<file path="config.mk">
export PLATFORM = sky130hd
export DESIGN_NAME = ann_result_collector_flat
export DESIGN_NICKNAME = d
export VERILOG_FILES = /design/src/rtl/ann_pkg.sv /design/src/rtl/ann_result_collector_if.sv /design/src/rtl/ann_argmax_step.sv /design/src/rtl/ann_result_collector.sv /design/src/flat_wrapper.sv
export SDC_FILE = /design/constraint.sdc
export NUM_CORES = 1
export LEC_CHECK = 0
export BUFFER_PORTS_ARGS = -buffer_cell sky130_fd_sc_hd__buf_2
export CORE_UTILIZATION = 48
export DETAILED_ROUTE_END_ITERATION = 10
export PLACE_DENSITY = 0.7
export SLEW_MARGIN = 40
export SYNTH_ARGS = -nofsm -noshare
export SYNTH_HDL_FRONTEND = slang
export SYNTH_SLANG_ARGS = --single-unit
</file>
<file path="constraint.sdc">
create_clock -name clk -period 8.82 [get_ports clk]
set_input_delay 1.764 -clock clk [delete_from_list [all_inputs] [get_ports clk]]
set_output_delay 1.764 -clock clk [all_outputs]
set_load 0.05 [all_outputs]
</file>
<file path="src/rtl/ann_pkg.sv">
// rtl/ann_pkg.sv - shared output-layer types, default geometry and score slice helper
package ann_pkg;

    typedef enum logic [1:0] {
        S_IDLE    = 2'd0,
        S_SCAN    = 2'd1,
        S_COMPARE = 2'd2,
        S_DONE    = 2'd3
    } ann_state_t;

    localparam int ANN_N_CLASSES = 10;
    localparam int ANN_DW        = 8;
    localparam int ANN_LW        = 4;

    // Class k score from a packed output-layer vector of the default geometry
    function automatic logic signed [ANN_DW-1:0] ann_score(
        input logic [ANN_N_CLASSES*ANN_DW-1:0] data,
        input int unsigned                     k
    );
        return ANN_DW'(data >> (k * ANN_DW));
    endfunction

endpackage

</file>
<file path="src/rtl/ann_result_collector_if.sv">
// rtl/ann_result_collector_if.sv - sample input and classification result bundle
interface ann_result_collector_if
    import ann_pkg::*;
#(
    parameter int N_CLASSES = ANN_N_CLASSES,
    parameter int DW        = ANN_DW,
    parameter int LW        = ANN_LW,
    parameter int CW        = 10
);
    logic                   out_ready;
    logic [N_CLASSES*DW-1:0] out_data;
    logic [LW-1:0]          label;

    logic [LW-1:0]          predicted;
    logic                   pred_valid;
    logic                   correct;
    logic [CW-1:0]          correct_count;
    logic [CW-1:0]          sample_count;
    logic                   busy;
    logic                   done;
    logic                   overrun;

    modport master (
        output out_ready, out_data, label,
        input  predicted, pred_valid, correct, correct_count, sample_count,
               busy, done, overrun
    );

    modport slave (
        input  out_ready, out_data, label,
        output predicted, pred_valid, correct, correct_count, sample_count,
               busy, done, overrun
    );
endinterface

</file>
<file path="src/rtl/ann_argmax_step.sv">
// rtl/ann_argmax_step.sv - signed strict compare of a candidate score against the running best
module ann_argmax_step #(
    parameter int DW = 8
) (
    input  logic signed [DW-1:0] cand,
    input  logic signed [DW-1:0] best,
    output logic                 take
);
    // Strict greater-than so ties keep the earlier (lower) index
    assign take = (cand > best);
endmodule

</file>
<file path="src/rtl/ann_result_collector.sv">
// rtl/ann_result_collector.sv - per-sample argmax scan and running accuracy counters
module ann_result_collector
    import ann_pkg::*;
#(
    parameter int N_SAMPLES = 750,
    parameter int N_CLASSES = ANN_N_CLASSES,
    parameter int DW        = ANN_DW,
    parameter int LW        = ANN_LW,
    parameter int CW        = 10
) (
    input  logic                   clk,
    input  logic                   rst_n,
    input  logic                   start,
    ann_result_collector_if.slave  bus
);
    ann_state_t              state, state_next;
    logic [N_CLASSES*DW-1:0] data_q;
    logic [LW-1:0]           label_q;
    logic signed [DW-1:0]    best_val;
    logic [LW-1:0]           best_idx;
    logic [LW-1:0]           idx;
    logic [LW-1:0]           predicted_q;
    logic                    correct_q;
    logic                    pred_valid_q;
    logic                    overrun_q;
    logic [CW-1:0]           correct_cnt;
    logic [CW-1:0]           sample_cnt;
    logic [CW-1:0]           sample_cnt_next;
    logic signed [DW-1:0]    cand;
    logic                    take;
    logic                    match;

    assign cand            = DW'(data_q >> (int'(idx) * DW));
    assign match           = (best_idx == label_q);
    assign sample_cnt_next = sample_cnt + CW'(1);

    ann_argmax_step #(.DW(DW)) u_step (
        .cand (cand),
        .best (best_val),
        .take (take)
    );

    always_ff @(posedge clk or negedge rst_n) begin
        if (!rst_n) state <= S_IDLE;
        else        state <= state_next;
    end

    always_comb begin
        state_next = state;
        if (start) begin
            state_next = S_IDLE;
        end else begin
            case (state)
                S_IDLE:    if (bus.out_ready) state_next = S_SCAN;
                S_SCAN:    if (idx == LW'(N_CLASSES - 1)) state_next = S_COMPARE;
                S_COMPARE: state_next = (sample_cnt_next == CW'(N_SAMPLES)) ? S_DONE : S_IDLE;
                default:   state_next = state;
            endcase
        end
    end

    always_ff @(posedge clk or negedge rst_n) begin
        if (!rst_n) begin
            data_q       <= '0;
            label_q      <= '0;
            best_val     <= '0;
            best_idx     <= '0;
            idx          <= '0;
            predicted_q  <= '0;
            correct_q    <= 1'b0;
            pred_valid_q <= 1'b0;
            overrun_q    <= 1'b0;
            correct_cnt  <= '0;
            sample_cnt   <= '0;
        end else begin
            pred_valid_q <= 1'b0;
            if (start) begin
                // Coincident out_ready is dropped; predicted/correct keep the last result
                overrun_q   <= 1'b0;
                correct_cnt <= '0;
                sample_cnt  <= '0;
            end else begin
                case (state)
                    S_IDLE: if (bus.out_ready) begin
                        data_q   <= bus.out_data;
                        label_q  <= bus.label;
                        best_val <= bus.out_data[DW-1:0];
                        best_idx <= '0;
                        idx      <= LW'(1);
                    end
                    S_SCAN: begin
                        if (take) begin
                            best_val <= cand;
                            best_idx <= idx;
                        end
                        idx <= idx + LW'(1);
                        if (bus.out_ready) overrun_q <= 1'b1;
                    end
                    S_COMPARE: begin
                        predicted_q  <= best_idx;
                        correct_q    <= match;
                        pred_valid_q <= 1'b1;
                        sample_cnt   <= sample_cnt_next;
                        correct_cnt  <= correct_cnt + CW'(match);
                        if (bus.out_ready) overrun_q <= 1'b1;
                    end
                    default: if (bus.out_ready) overrun_q <= 1'b1;
                endcase
            end
        end
    end

    assign bus.predicted     = predicted_q;
    assign bus.pred_valid    = pred_valid_q;
    assign bus.correct       = correct_q;
    assign bus.correct_count = correct_cnt;
    assign bus.sample_count  = sample_cnt;
    assign bus.busy          = (state == S_SCAN) || (state == S_COMPARE);
    assign bus.done          = (state == S_DONE);
    assign bus.overrun       = overrun_q;
endmodule

</file>
<file path="src/flat_wrapper.sv">
// flat-port wrapper written by rule: the top's interface ports become plain ports
module ann_result_collector_flat import ann_pkg::*;
#(
    parameter int N_SAMPLES = 750,
    parameter int N_CLASSES = ANN_N_CLASSES,
    parameter int DW        = ANN_DW,
    parameter int LW        = ANN_LW,
    parameter int CW        = 10
)
  (clk, rst_n, start, bus_out_ready, bus_out_data, bus_label, bus_predicted, bus_pred_valid, bus_correct, bus_correct_count, bus_sample_count, bus_busy, bus_done, bus_overrun);
  ann_result_collector_if #(.N_CLASSES(N_CLASSES), .DW(DW), .LW(LW), .CW(CW)) bus_i ();
  input  logic clk;
  input  logic rst_n;
  input  logic start;
  input wire logic [$bits(bus_i.out_ready)-1:0] bus_out_ready;
  input wire logic [$bits(bus_i.out_data)-1:0] bus_out_data;
  input wire logic [$bits(bus_i.label)-1:0] bus_label;
  output wire logic [$bits(bus_i.predicted)-1:0] bus_predicted;
  output wire logic [$bits(bus_i.pred_valid)-1:0] bus_pred_valid;
  output wire logic [$bits(bus_i.correct)-1:0] bus_correct;
  output wire logic [$bits(bus_i.correct_count)-1:0] bus_correct_count;
  output wire logic [$bits(bus_i.sample_count)-1:0] bus_sample_count;
  output wire logic [$bits(bus_i.busy)-1:0] bus_busy;
  output wire logic [$bits(bus_i.done)-1:0] bus_done;
  output wire logic [$bits(bus_i.overrun)-1:0] bus_overrun;
  assign bus_i.out_ready = bus_out_ready;
  assign bus_i.out_data = bus_out_data;
  assign bus_i.label = bus_label;
  assign bus_predicted = bus_i.predicted;
  assign bus_pred_valid = bus_i.pred_valid;
  assign bus_correct = bus_i.correct;
  assign bus_correct_count = bus_i.correct_count;
  assign bus_sample_count = bus_i.sample_count;
  assign bus_busy = bus_i.busy;
  assign bus_done = bus_i.done;
  assign bus_overrun = bus_i.overrun;
  ann_result_collector #(.N_SAMPLES(N_SAMPLES), .N_CLASSES(N_CLASSES), .DW(DW), .LW(LW), .CW(CW)) u_core (.clk(clk), .rst_n(rst_n), .start(start), .bus(bus_i));
endmodule
</file>
==> impl_metrics.json, run 1 <==
{
  "cts_hold_buffers": 0,
  "hold_violations": 0,
  "setup_viol": 0,
  "fin_crit_sh": 0.445,
  "wl_per_cell_um": 16.3,
  "syn_inst": 483,
  "cts-buffers-inserted": 17,
  "final_antenna_net_count": 0,
  "fill_cells": 1059,
  "cp-startpoint": "u_core.idx[0]",
  "clk_pin_slew_ns": 0.05,
  "cts_tree": "done",
  "ys_ff_latch": 129,
  "syn_avg_cell_area_um2": 13.0,
  "ys.warnings.count": 0,
  "ff2ff_setup_slack_ns": 4.90,
  "powerDensity_mw_per_mm2": 266,
  "rsz0062_at_grt": "no",
  "syn-num-nets": 589,
  "cellLeakagePower_nw": 3.56,
  "required_ns": 9.08,
  "core.rowCount": 41,
  "syn_area_mm2": 0.00630,
  "vdd_ir_drop_max_v": 0.000147,
  "hold_path_class": "flip-flop to flip-flop",
  "fmax_ghz": 0.255,
  "synthFlopType": "dfrtp_1",
  "tightest_slew_ns": 0.799,
  "fin_nets": 700,
  "cts-root-buf": "clkbuf_16",
  "setup-tns-final_ns": 0,
  "ctsLongestPathBuffers": 2,
  "grt_max_degree": 92,
  "pre_cts_ws_ns": 4.73,
  "yosys.area.top_type_share": 0.512,
  "fin_worst_skew_ns": 0.00731,
  "synth_top_area_cell": "dfrtp_1",
  "cp.arrival_ns": 4.18,
  "cts_resized": 0,
  "critical_path.endpoint": "u_core.best_val[0]",
  "fin_crit_ns": 3.92,
  "clock-sinks": 129,
  "crit_type": "flip-flop to flip-flop",
  "vias_per_cell": 5.40,
  "async_flop_share": 1.00,
  "path_max_fanout": 17,
  "yosysMostFrequentCell": "dfrtp_1",
  "status": "finished, final reports clean",
  "drt_iter0_drc": 181,
  "die_h_um": 117,
  "postCtsSetupRepairBufs": 0,
  "setup_ws_ns": 4.90,
  "r2r_start": "u_core.idx[0]",
  "yosysSeqAreaShare": 0.512,
  "pwr-share-seq": 0.400,
  "pwr-share-clk": 0.340,
  "totalWireLength_mm": 12.7,
  "drive_gt1_frac": 0.429,
  "clk_latency_ns": 0.42,
  "dieArea_mm2": 0.0136,
  "start_kind": "flip-flop",
  "reg2reg_depth": 9,
  "gp_congestion": 0.858,
  "initial_core_util": 0.495,
  "drc": 0,
  "ys_top_cells_by_area": "dfrtp_1 51%, mux2_2 17%, mux4_1 3.8%",
  "yosysUniqueCellTypes": 52,
  "place_hpwl_mm": 8.95,
  "p_int_w": 0.00143,
  "cap_violations": 0,
  "gr-total-overflow": 0,
  "grt_pass1_vias": 4126,
  "fp.dieW_um": 117,
  "numPortBuffers": 116,
  "end_kind": "flip-flop",
  "core_area_mm2": 0.0127,
  "ioPinCount": 117,
  "vias": 4202,
  "relSlewSlack": 0.467,
  "rr_endpoint": "u_core.best_val[0]",
  "htreeDepth": 4,
  "grt_pass1_wl_mm": 20.3,
  "antenna_found_initial": 1,
  "dr.pass1.iters": 4,
  "syn2layout_area_growth_pct": 20.1,
  "n_antenna_cell": 0,
  "grtUsageTotal": 0.200,
  "drv_slew": 0,
  "power.share.switching": 0.289,
  "combinationalPowerShare": 0.260,
  "netlist_top_cells_count": "129 x dfrtp_1, 94 x mux2_2, 30 x nor2_1, 20 x nand2_1, 20 x xor2_1",
  "synth_edf_count": 0,
  "switching_power_w": 0.000582
}
[registers in the layout (all words and copies together) (netlist names)]
register,count
u_core.bus.sample_count,10
u_core.best_val,8
u_core.bus.predicted,4
u_core.bus.pred_valid,1
u_core.idx,4
u_core.state,2
u_core.bus.overrun,1
u_core.bus.correct_count,10
u_core.label_q,4
u_core.data_q,80
u_core.best_idx,4
u_core.bus.correct,1
[worst max-delay path, cell delays in order (launching register included)]
cell and delay (ns):
dfrtp_1 0.69, buf_4 0.41, mux4_1 0.62, mux2i_1 0.23, o21ai_0 0.16, ha_1 0.36, nor4b_1 0.27, o221ai_1 0.26
a31oi_1 0.56, a221oi_1 0.20
[power by group through the flow]
| stage | Clock (W) | Combinational (W) | Sequential (W) |
|---|---|---|---|
| floorplan | 0 | 0.000424 | 0.000773 |
| finish | 0.000683 | 0.000523 | 0.000805 |
| global route | 0.000725 | 0.000579 | 0.000821 |
| CTS | 0.000697 | 0.000527 | 0.000805 |
| detailed placement | 0 | 0.000524 | 0.000814 |
| global placement | 0 | 0.000502 | 0.000807 |
[placed cells by master, fill, tap and decap left out, types with 4 or more instances in the layout]
cell	Yosys	routed
inv_1	16	16
nand3b_1	6	6
mux4_2	7	7
xor2_1	20	20
a22o_1	4	4
or3_1	8	8
buf_2	13	115
dfrtp_1	129	128
mux4_1	9	9
ha_1	18	18
mux2i_1	14	14
mux2_2	94	94
nor2_1	30	30
nand2_1	20	20
o21ai_1	4	4
o221a_2	5	5
nand4_1	10	10
clkbuf_16	0	17
nand3_1	4	4
a21oi_1	10	10
o21ai_0	7	7
[cell type report]
type                            count  area (um2)  area share
Sequential cell                   129        3230       0.427
Multi-Input combinational cell    311        2870       0.379
Timing Repair Buffer              119         617      0.0815
Clock buffer                       22         474      0.0627
Tap cell                          172         215      0.0284
Clock inverter                      9         106      0.0141
Inverter                           16        60.1     0.00794
[worst min path at each step]
| stage | startpoint | endpoint | depth (start not counted) |
|---|---|---|---|
| after global routing | u_core.bus.correct | u_core.bus.correct | 2 |
| after floorplan | u_core.data_q[11] | u_core.data_q[11] | 1 |
| final | u_core.bus.correct | u_core.bus.correct | 2 |
| after global placement | u_core.bus.correct | u_core.bus.correct | 2 |
| after CTS | u_core.bus.correct | u_core.bus.correct | 2 |
| after detailed placement | u_core.bus.correct | u_core.bus.correct | 2 |
[per-stage QoR]
stage	total power (W)	util	std cells	instance area (um2)	hold slack [ns]
6_report	0.00201	0.595	778	7570	0.466
5_1_grt	0.00212	0.595	778	7570	0.504
4_1_cts	0.00203	0.594	778	7560	0.472
3_5_place_dp	0.00134	0.549	747	6980	0.459
3_3_place_gp	0.00131	0.548	747	6980	0.454
2_1_floorplan	0.00120	-	483	6300	0.470
[logic make-up after synthesis]
family | after synthesis | share of synthesized area
AND/OR/NAND/NOR | 97 | 0.0785
flip-flops | 129 | 0.512
adder cells (fa/ha/maj) | 18 | 0.0358
AO/OA/AOI/OAI | 50 | 0.0574
XOR/XNOR | 22 | 0.0306
buffers and inverters | 43 | 0.0326
multiplexers | 124 | 0.253
[per-layer routing]
layer	global-route usage	wire, um
met1	0.271	5870
met2	0.303	6030
met3	0.0654	630
met4	0.0759	146
met5	0	10
No activity file was read; power rests on OpenSTA's default activity.
==> run 2, diff against run 1 <==
Settings changed: PLACE_DENSITY 0.7 to 0.73.
Clock period 8.82 ns to 3.41 ns, I/O delays scaled along.
==> impl_metrics.json, run 2 (synthesized netlist as in run 1, its figures left out) <==
{
  "status": "finished, final reports clean",
  "setup_viol": 0,
  "grt_max_degree": 71,
  "die_h_um": 117,
  "drv_slew": 0,
  "drt_iter0_drc": 154,
  "core.rowCount": 41,
  "dieArea_mm2": 0.0136,
  "totalWireLength_mm": 13.3,
  "hold_path_class": "input pin to asynchronous set/reset pin",
  "n_antenna_cell": 0,
  "layout_common_cells": "129 x dfrtp_1, 115 x buf_2, 94 x mux2_2, 30 x nor2_1",
  "pwr-share-clk": 0.346,
  "fmax_ghz": 0.314,
  "grt_pass1_wl_mm": 20.8,
  "required_ns": 3.71,
  "ctsLongestPathBuffers": 2,
  "rsz0062_at_grt": "no",
  "fin_util": 0.605,
  "ioPinCount": 117,
  "clk_pin_slew_ns": 0.05,
  "power.share.switching": 0.285,
  "cts-root-buf": "clkbuf_16",
  "path_max_fanout": 22,
  "syn2layout_area_growth_pct": 22.1,
  "place_hpwl_mm": 9.36,
  "fin_nets": 707,
  "grt_pass1_vias": 4217,
  "cap_violations": 0,
  "p_int_w": 0.00380,
  "initial_core_util": 0.495,
  "clk_latency_ns": 0.42,
  "crit_type": "flip-flop to flip-flop",
  "hold_violations": 0,
  "htreeDepth": 4,
  "pre_cts_ws_ns": 0.157,
  "start_kind": "flip-flop",
  "dr.pass1.iters": 4,
  "setup-tns-final_ns": 0,
  "wl_per_cell_um": 16.9,
  "fp.dieW_um": 117,
  "end_kind": "flip-flop",
  "fin_crit_ns": 3.19,
  "gr-total-overflow": 0,
  "largest_reg_flops": 80,
  "switching_power_w": 0.00152,
  "relSlewSlack": 0.648,
  "top_register": "u_core.data_q",
  "cts_hold_buffers": 0,
  "drc": 0,
  "vias": 4209,
  "cts-buffers-inserted": 17,
  "cp.arrival_ns": 3.49,
  "fin_worst_skew_ns": 0.00786,
  "final_common_cell": "dfrtp_1",
  "pwr-share-seq": 0.381,
  "grtUsageTotal": 0.207,
  "drive_gt1_frac": 0.437,
  "tightest_slew_ns": 0.528,
  "fin_crit_sh": 0.935,
  "setup_ws_ns": 0.222,
  "gp_congestion": 0.824,
  "cts_tree": "done",
  "vdd_ir_drop_max_v": 0.000355,
  "final_antenna_net_count": 0,
  "vias_per_cell": 5.36,
  "powerDensity_mw_per_mm2": 691,
  "core_area_mm2": 0.0127,
  "clock-sinks": 129,
  "combinationalPowerShare": 0.273,
  "antenna_found_initial": 0,
  "numPortBuffers": 116,
  "cellLeakagePower_nw": 3.63
}
-- run 2: worst max-delay path, cell delays in order, from the launching register on --
cell and delay, ns:
dfrtp_1 0.39, buf_12 0.21, mux4_1 0.60, mux2i_1 0.26, o21ai_1 0.13, ha_1 0.29
nand4_1 0.12, nor2_1 0.06, o22ai_1 0.31, nand4_1 0.33, o221a_2 0.36
-- run 2: cell type report --
cell class / count / area (um2)
fill: 1068 / 5030
sequential: 129 / 3230
multi-input combinational: 311 / 2870
timing repair buffer: 126 / 711
clock buffer: 21 / 470
tap: 172 / 215
clock inverter: 10 / 134
inverter: 16 / 60.1
-- run 2: what timing repair did --
item | 4_1_cts | 5_1_grt
resized for setup | 0 | 1
setup buffers | 0 | 0
endpoints found under the setup margin | 0 | 1
-- run 2: per-layer routing --
metal / up-vias / part of all wire / GRT usage
met5: - / 0 / 0
met4: 0 / 0.020 / 0.0869
met3: 21 / 0.039 / 0.0462
met2: 96 / 0.47 / 0.320
met1: 2107 / 0.47 / 0.284
li1: 1985 / - / -
-- run 2: power by group through the flow --
stage	sequential [W]	combinational [W]	clock, W
finish	0.00203	0.00145	0.00184
global placement	0.00203	0.00141	0
detailed placement	0.00205	0.00144	0
global route	0.00206	0.00158	0.00194
CTS	0.00203	0.00145	0.00187
floorplan	0.00200	0.00110	0
-- run 2: through the flow --
| stage | hold WS [ns] | power, W | area [um2] | std cells |
|---|---|---|---|---|
| 6_report | 0.186 | 0.00532 | 7690 | 785 |
| 5_1_grt | 0.226 | 0.00558 | 7690 | 785 |
| 4_1_cts | 0.207 | 0.00535 | 7680 | 785 |
| 3_5_place_dp | 0.469 | 0.00349 | 7080 | 754 |
| 3_3_place_gp | 0.459 | 0.00344 | 7050 | 753 |
| 2_1_floorplan | 0.386 | 0.00310 | 6300 | 483 |
-- run 2: worst paths after layout --
check	start	end	slack (ns)	cells after the start
setup / recovery	u_core.idx[0]	u_core.best_val[6]	0.22	10
min in group clk	u_core.bus.correct	u_core.bus.correct	0.48	2
max in group asynchronous	rst_n	u_core.data_q[72]	2.52	2
hold reg to reg	u_core.bus.correct	u_core.bus.correct	0.48	2
hold / removal	rst_n	u_core.bus.sample_count[1]	0.19	1
setup reg to reg	u_core.idx[0]	u_core.best_val[6]	0.22	10
